File: config.mk
export PLATFORM = sky130hd
export DESIGN_NAME = fifo_push_arbiter
export DESIGN_NICKNAME = d
export VERILOG_FILES = /design/src/rtl/fifo_push_arbiter.sv
export SDC_FILE = /design/constraint.sdc
export NUM_CORES = 1
export LEC_CHECK = 0
export CAP_MARGIN = 20
export CORE_MARGIN = 3
export CORE_UTILIZATION = 37
export CTS_CLUSTER_DIAMETER = 80
export DETAILED_ROUTE_END_ITERATION = 8
export PLACE_DENSITY = 0.74
export SLEW_MARGIN = 0
export SYNTH_ARGS = -nofsm -noshare
export SYNTH_HDL_FRONTEND = slang
export SYNTH_SLANG_ARGS = --single-unit
File: constraint.sdc
create_clock -name clk -period 1.8 [get_ports clk]
set_clock_uncertainty 0.15 [all_clocks]
set_input_delay 0.27 -clock clk [delete_from_list [all_inputs] [get_ports clk]]
set_output_delay 0.27 -clock clk [all_outputs]
set_load 0.01 [all_outputs]
File: src/rtl/fifo_push_arbiter.sv
// Round-robin arbiter sharing one FiFo push port among NUM_REQ valid/ready producers.
// A grant is held for up to MAX_BURST accepted transfers and is then handed on without a bubble.
//
// state | meaning
// IDLE  | no owner; arbitrate over req_valid from rr_ptr
// GRANT | owner registered; owner's data drives fifo_din/fifo_push
module fifo_push_arbiter #(
    parameter int NUM_REQ    = 4,
    parameter int DATA_WIDTH = 2,
    parameter int MAX_BURST  = 2
) (
    input  logic                          clk,
    input  logic                          rst,
    input  logic [NUM_REQ-1:0]            req_valid,
    input  logic [NUM_REQ*DATA_WIDTH-1:0] req_data,
    output logic [NUM_REQ-1:0]            req_ready,
    output logic [DATA_WIDTH-1:0]         fifo_din,
    output logic                          fifo_push,
    input  logic                          fifo_full,
    output logic [$clog2(NUM_REQ)-1:0]    grant_id,
    output logic                          busy
);

    localparam int ID_W  = $clog2(NUM_REQ);
    localparam int CNT_W = (MAX_BURST > 1) ? $clog2(MAX_BURST) : 1;
    localparam logic [CNT_W-1:0] LAST_BEAT = CNT_W'(MAX_BURST - 1);

    typedef enum logic {
        IDLE,
        GRANT
    } state_t;

    state_t                state;
    logic [ID_W-1:0]       owner;
    logic [ID_W-1:0]       rr_ptr;
    logic [CNT_W-1:0]      burst_cnt;

    logic [ID_W-1:0]       owner_next;
    logic [ID_W-1:0]       scan_ptr;
    logic [ID_W-1:0]       pick_id;
    logic                  pick_valid;
    logic                  active;
    logic                  owner_valid;
    logic                  accept;
    logic                  release_now;
    logic [DATA_WIDTH-1:0] lane_data [NUM_REQ];

    always_comb begin
        for (int i = 0; i < NUM_REQ; i++) begin
            lane_data[i] = req_data[i*DATA_WIDTH +: DATA_WIDTH];
        end
    end

    always_comb begin
        if (owner == ID_W'(NUM_REQ - 1)) begin
            owner_next = '0;
        end else begin
            owner_next = owner + ID_W'(1);
        end
    end

    // On release the scan already starts past the old owner, so the hand-over needs no idle cycle.
    assign scan_ptr = (state == GRANT) ? owner_next : rr_ptr;

    always_comb begin
        logic [ID_W-1:0] idx;
        pick_valid = 1'b0;
        pick_id    = '0;
        idx        = '0;
        for (int i = NUM_REQ - 1; i >= 0; i--) begin
            idx = ID_W'((int'(scan_ptr) + i) % NUM_REQ);
            if (req_valid[idx]) begin
                pick_valid = 1'b1;
                pick_id    = idx;
            end
        end
    end

    // Outputs are forced quiet while rst is high so an in-flight word is never pushed.
    assign active      = (state == GRANT) && !rst;
    assign owner_valid = req_valid[owner];
    assign accept      = active && owner_valid && !fifo_full;
    assign release_now = active && (!owner_valid || (accept && (burst_cnt == LAST_BEAT)));

    always_comb begin
        req_ready = '0;
        if (active) begin
            req_ready[owner] = !fifo_full;
        end
    end

    assign fifo_push = accept;
    assign fifo_din  = active ? lane_data[owner] : '0;
    assign grant_id  = active ? owner : '0;
    assign busy      = active;

    always_ff @(posedge clk) begin
        if (rst) begin
            state     <= IDLE;
            owner     <= '0;
            rr_ptr    <= '0;
            burst_cnt <= '0;
        end else begin
            case (state)
                IDLE: begin
                    if (pick_valid) begin
                        state     <= GRANT;
                        owner     <= pick_id;
                        burst_cnt <= '0;
                    end
                end
                GRANT: begin
                    if (release_now) begin
                        rr_ptr    <= owner_next;
                        burst_cnt <= '0;
                        if (pick_valid) begin
                            owner <= pick_id;
                        end else begin
                            state <= IDLE;
                        end
                    end else if (accept) begin
                        burst_cnt <= burst_cnt + CNT_W'(1);
                    end
                end
                default: begin
                    state <= IDLE;
                end
            endcase
        end
    end

endmodule
==> key figures, run 1 <==
Outcome
  • Status: finished, violations left
  • Failing checks: negative setup slack

Clocking
  • CTS clock-pin slew for the worst setup and hold paths: approximately 0.040 ns
  • TritonCTS clock tree: done
  • CTS Buf Count: 3
  • Clock latency on the worst-skew pair: roughly 0.24 ns
  • Hold bufs inserted after CTS: 0
  • Library cell used as clock root buffer: clkbuf_4
  • Clock Sink Count: 6
  • Number of buffers between clock root and the deepest sink: 2
  • CTS H-tree depth: 1

STA
  • Final Hold Fails: 0
  • Fraction of the cycle the final worst path needs: 105.1%
  • Max-Slew Margin vs Limit: around four fifths
  • Maximum clock frequency: 528.8 MHz
  • Min setup slack post-route: -0.09116 ns
  • Final period demand of the worst path: 1.891 ns
  • Slew at the pin with the worst max-slew slack: 0.2804 ns
  • Setup repair after global routing missed its margin: yes
  • Setup TNS: -0.2354 ns
  • Final Max Slew Viols: 0
  • Setup violators final: 5

Drt
  • Count of vias placed by the detailed router: 673
  • Via-to-Cell Ratio: 5.177
  • Remaining routing DRC violations: 0
  • Wirelength, routed: around 1900 um
  • Remaining antenna violation count: 0
  • Detailed-route wire length per cell: roughly 15 um
  • Count of routing violations after the opening detailed-route iteration: 11
  • Length of the first detailed-routing pass in iterations: 4

Global route
  • Pin count of the biggest net entering global routing: 9
  • Number of antenna violations at the first check in global routing: 0
  • Overall global routing resource usage: between 10% and 20%
  • Total gr overflow: 0
  • Number of global-route vias before repair: 696
  • First-pass GRT wire length: slightly below 3000 um

Yosys
  • Most frequent cells after synthesis: 8 x nor2_1, 6 x and2_1, 6 x dfxtp_1
  • Post-synth cell types: 30
  • Cell type with the highest aggregate area in the netlist: dfxtp_1
  • Area of the mapped netlist: 598.1 um2
  • Mean Syn Cell Area: 9.345 um2
  • Ranking of synthesized cells by area: dfxtp_1 20%, mux4_1 8.8%, ha_1 8.4%
  • Post-Synthesis Net Count: 83
  • Total number of yosys warnings: 0
  • Sequential element share of the synthesized area: between 20% and 30%
  • Flip-flop cell with the highest count after synthesis: dfxtp_1
  • Top-count cell post-synth: nor2_1
  • Post-synth EDFFs: 0
  • Top-area cell type share of the netlist area: 20.08%
  • Ys async rst share: 0%
  • Syn Inst Count: 64
  • Number of register bits inferred by synthesis: 6

Place
  • Standard cell area after detailed placement: around 960 um2
  • Detailed-placement wirelength estimate: between 1000 and 1500 um
  • Port Buffers: 24
  • Number of placed cells counting well taps: roughly 120
  • Final RePlAce weighted congestion: 0.7462

Die
  • Chip Width: approximately 46 um
  • Number of primary I/O pins: 25
  • Starting utilization of the core area: 42.75%
  • Height of the chip: ~46 um
  • Die ar.: about 2100 um2
  • Rows: 13
  • Core box area: roughly 1400 um2

Power
  • Switch Pwr: ~170 uW
  • Total power density per cell area: around 520 nW/um2
  • Relative contribution of combinational cells to total power: 50.7%
  • Internal Pwr Total: just under 400 uW
  • Sequential cell fraction of total power: ~29%
  • Leakage component of the power: around 0.0005 uW
  • Max IR drop VDD: 464.5 uV
  • Clock share of power: between 20% and 30%
  • Switching share of power: a little under a third

Layout
  • Number of fillers in the final layout: a little under 100
  • Syn-to-layout area delta: 82.01%
  • Multi-input gate area in the final layout: 499.2 um2
  • Final non-filler cell area: between 1000 and 1500 um2
  • Share of layout cells above drive strength 1: approximately half
  • FF+latch area: around 130 um2
  • Final antenna diode count: 0
  • Total number of nets in the final design: between 100 and 150
  • Final cell count without fillers: 130

Critical path
  • Critical Path RT: about 1.4 ns
  • Worst Setup Start Kind: register
  • Maximum fanout encountered on the critical timing path: 5
  • Data arrival time of the critical path: 1.47 ns
  • Worst Setup Path Type: register to primary output
  • Kind of end point of the critical path: primary output

Min path
  • Class of the worst hold path: input pin to register

Run
  • # Max-Cap Violations: 0
## worst max-delay path, stage by stage (launching register included)
cell	delay, ns
dfxtp_4	0.38
buf_6	0.10
mux4_2	0.49
and2_4	0.16
buf_6	0.11
## stage by stage
step / hold slack, ns / setup WS (ns) / utilization, % / power [uW]
after global routing: 0.2454 / -0.1411 / 77.82 / 603.9
after CTS: 0.3661 / -0.1018 / 75.76 / 560.1
after global placement: 0.3357 / -0.4773 / 68.52 / 377.2
after detailed placement: 0.3535 / -0.4851 / 68.52 / 384.1
final: 0.2178 / -0.09116 / 77.82 / 567.7
after floorplan: 0.1894 / 0.05058 / - / 274.9
## final cells by class
| class | count | area share, % |
|---|---|---|
| clock buffer | 3 | 2.069 |
| multi-input combinational | 53 | 45.86 |
| inverter | 3 | 1.034 |
| sequential | 6 | 11.72 |
| tap | 15 | 1.724 |
| timing repair buffer | 50 | 37.59 |
## sequential cells by signal, indices dropped and copies added, names as in the netlist
name / flops
owner: 2
burst_cnt: 1
state: 1
rr_ptr: 2
## timing repair
item	4_1_cts	5_1_grt
resized for setup	59	8
buffers inserted	10	1
endpoints found under the setup margin	14	12
pin swaps	7	2
## placed cells by master (no fill, tap or decap), types with 3 or more instances in the layout
cell and instances:
nand4_1 3, dlygate4sd2_1 10, nand2b_1 4, clkbuf_4 3, and2_1 5, buf_4 23, mux4_2 3, clkdlybuf4s50_1 5
nor2_1 7, buf_6 5, buf_2 6, mux2i_1 3, dfxtp_1 4
## final timing paths
kind                   from     endpoint  slack (ns)  cells past startpoint
setup / recovery   owner[0]  fifo_din[0]       -0.09                      4
hold / removal          rst    rr_ptr[1]        0.22                      3
setup reg to reg   owner[0]     owner[1]           0                      5
hold reg to reg   rr_ptr[0]    rr_ptr[0]        0.37                      2
## logic make-up after synthesis
| group | count (synthesis) | share of synthesized area [%] |
|---|---|---|
| simple gates | 33 | 31.59 |
| flops | 6 | 20.08 |
| buf+inv | 5 | 5.021 |
| mux | 8 | 21.13 |
| compound gates | 8 | 13.81 |
| fa+ha+maj | 4 | 8.369 |
## power by group through the flow
stage | registers, uW | clock network (uW) | logic (uW)
6_report | 162 | 118 | 288
5_1_grt | 164 | 129 | 310
4_1_cts | 161 | 125 | 274
3_5_place_dp | 161 | 0 | 223
3_3_place_gp | 160 | 0 | 217
2_1_floorplan | 154 | 0 | 120
## metal layers
layer | track usage, % | routed length [um] | vias to the layer above | share of wire, %
met5 | 0 | 0 | - | 0
met4 | 8.523 | 25 | 0 | 1.3
met3 | 1.953 | 122 | 4 | 6.4
met2 | 37.64 | 1054 | 23 | 56
met1 | 21.40 | 691 | 310 | 36
li1 | - | - | 336 | -
(Power assumes the default switching activity.)
==> inputs of run 2 (changes only) <==
- SKIP_LAST_GASP: default -> 1
- SLEW_MARGIN: 0 -> default
==> run 2 against run 1 <==
The flow still finishes with violations (negative setup slack). Final area up 0.80%. Non-clock buffer count unchanged. First-iteration DRC count up 9.1%. Clock power about the same. Global-route usage up 0.079 points. Largest power group unchanged. Highest routed layer unchanged.
==> key figures, run 2 (same netlist as run 1, synthesis figures left out) <==
Layout
  • Top flop regs: owner x2, rr_ptr x2
  • Most frequent cells in the layout: 20 x buf_4, 10 x dlygate4sd2_1, 7 x nor2_1, 7 x buf_6, 6 x clkdlybuf4s50_1
  • Final antenna diode count: 0 (unchanged)
  • Final design utilization: 78.44% (+0.63 points)
  • Syn-to-layout area delta: 83.47%
  • Share of layout cells above drive strength 1: 48.70% (unchanged)
  • Number of fillers in the final layout: 101 (+2.0%)
  • FF+latch area: 127.6 um2 (unchanged)
  • Total number of nets in the final design: 136 (unchanged)
  • Multi-input gate area in the final layout: 505.5 um2 (+1.3%)
  • Commonest non-fill, non-tap cell in the layout: buf_4

Global route
  • Number of global-route vias before repair: 710 (+2.0%)
  • Number of antenna violations at the first check in global routing: 0 (unchanged)
  • Pin count of the biggest net entering global routing: 9 (unchanged)
  • First-pass GRT wire length: 2980 um (+0.24%)
  • Total gr overflow: 0 (unchanged)
  • Overall global routing resource usage: 19.83% (+0.079 points)

STA
  • Maximum clock frequency: 528.8 MHz (about the same)
  • Min Hold Slack: 0.3824 ns (+0.1646 ns)
  • Setup repair after global routing missed its margin: yes
  • Setup TNS: -0.4811 ns (-0.2457 ns)
  • Setup violators final: 8 (+3)
  • Max-Slew Margin vs Limit: 80.83% (-0.31 points)
  • Final period demand of the worst path: 1.891 ns (+0.00005710 ns)
  • Final Max Slew Viols: 0 (unchanged)
  • Min setup slack post-route: -0.09122 ns (-0.00005710 ns)
  • Slew at the pin with the worst max-slew slack: 0.2850 ns (+0.004558 ns)
  • Fraction of the cycle the final worst path needs: 105.1% (about the same)
  • Final Hold Fails: 0 (unchanged)

Clocking
  • CTS Buf Count: 3 (unchanged)
  • Clock latency on the worst-skew pair: 0.24 ns (about the same)
  • Number of buffers between clock root and the deepest sink: 2 (unchanged)
  • CTS H-tree depth: 1 (unchanged)
  • Clock Sink Count: 6 (unchanged)
  • TritonCTS clock tree: done
  • CTS clock-pin slew for the worst setup and hold paths: 0.04 ns (about the same)
  • Library cell used as clock root buffer: clkbuf_4

Critical path
  • R2r endpoint: owner[1]
  • FF-to-FF path depth: 6 (+1)
  • Worst Setup Start Kind: register
  • Data arrival time of the critical path: 1.47 ns (about the same)
  • Critical path capture point: fifo_din[0]
  • Critical Path RT: 1.38 ns (about the same)
  • Kind of end point of the critical path: primary output
  • Critical path startpoint: owner[0]
  • Worst Setup Path Type: register to primary output
  • Maximum fanout encountered on the critical timing path: 5 (unchanged)
  • R2R Path Start: owner[0]
  • Worst R2R Setup Slack: -0.08 ns (-0.08 ns)

Run
  • # Max-Cap Violations: 0 (unchanged)

Drt
  • Wirelength, routed: 1962 um (+3.6%)
  • Length of the first detailed-routing pass in iterations: 4 (unchanged)
  • Count of routing violations after the opening detailed-route iteration: 12 (+1)
  • Count of vias placed by the detailed router: 687 (+2.1%)
  • Detailed-route wire length per cell: 15.09 um (+3.6%)
  • Via-to-Cell Ratio: 5.285 (+2.1%)
  • Remaining antenna violation count: 0 (unchanged)
  • Remaining routing DRC violations: 0 (unchanged)

Die
  • Die ar.: 2135 um2 (unchanged)
  • Core box area: 1399 um2 (unchanged)
  • Rows: 13 (unchanged)
  • Chip Width: 46.21 um (unchanged)
  • Height of the chip: 46.21 um (unchanged)
  • Number of primary I/O pins: 25 (unchanged)
  • Starting utilization of the core area: 42.75% (unchanged)

Outcome
  • Failing checks: negative setup slack
  • Status: finished, violations left

Power
  • Leakage component of the power: 0.0004910 uW (-1.5%)
  • Design Power: 574.8 uW (+1.3%)
  • Total power density per cell area: 523.8 nW/um2 (+0.45%)
  • Max IR drop VDD: 479.9 uV (+3.3%)

Min path
  • Number of cells on the worst hold path: 2 (-1)
  • HP Start: rr_ptr[0]
  • Class of the worst hold path: register to register

Place
  • Final RePlAce weighted congestion: 0.7462 (unchanged)
  • Detailed-placement wirelength estimate: 1328 um (unchanged)
  • Port Buffers: 24 (unchanged)
run 2: per-layer routing:
layer  GRT usage (%)  routed length [um]  up-vias
met5               0                   0        -
met4           8.523                   9        0
met3           1.953                 138        2
met2           38.19                1085       29
met1           21.16                 729      321
li1                -                   -      335
run 2: what timing repair did:
action	in CTS	in global routing
setup endpoints to repair	14	12
resized for setup	53	13
buffers inserted	10	1
pin swaps	7	2
cloned	0	0
hold buffers	0	0
run 2: area by class of cell:
class / instances / share of cell area, %
multi-input cells: 53 / 46.07
repair buffers: 50 / 37.51
flip-flops and latches: 6 / 11.63
clock buffers: 3 / 2.052
well taps: 15 / 1.710
inverters: 3 / 1.026
run 2: where the power goes:
part / switching, uW / internal, uW
Sequential: 17.5 / 145
Clock: 42.9 / 75.0
Combinational: 116 / 178
Total: 176 / 399
run 2: how the worst min path moves through the flow:
stage | slack (ns) | to
after global placement | 0.34 | rr_ptr[0]
after CTS | 0.37 | rr_ptr[0]
final | 0.38 | rr_ptr[0]
after floorplan | 0.19 | burst_cnt
after detailed placement | 0.35 | rr_ptr[0]
after global routing | 0.42 | burst_cnt
run 2: stage by stage:
| step | setup WS, ns | area [um2] | std cells |
|---|---|---|---|
| final | -0.09122 | 1097 | 130 |
| after global routing | -0.1411 | 1097 | 130 |
| after CTS | -0.2001 | 1067 | 130 |
| after detailed placement | -0.4851 | 958.4 | 117 |
| after global placement | -0.4773 | 958.4 | 117 |
| after floorplan | 0.05058 | 598.1 | 64 |
run 2: worst max-delay path: stages, from the launching register on:
cell	delay (ns)
dfxtp_4	0.38
buf_6	0.10
mux4_2	0.49
and2_4	0.16
buf_6	0.11
==> inputs of run 3 (changes only) <==
- CTS_CLUSTER_DIAMETER: 80 -> default
- SKIP_LAST_GASP: 1 -> default
==> results of run 3 <==
The final DEF is identical to that of run 1; final timing and power are the same.
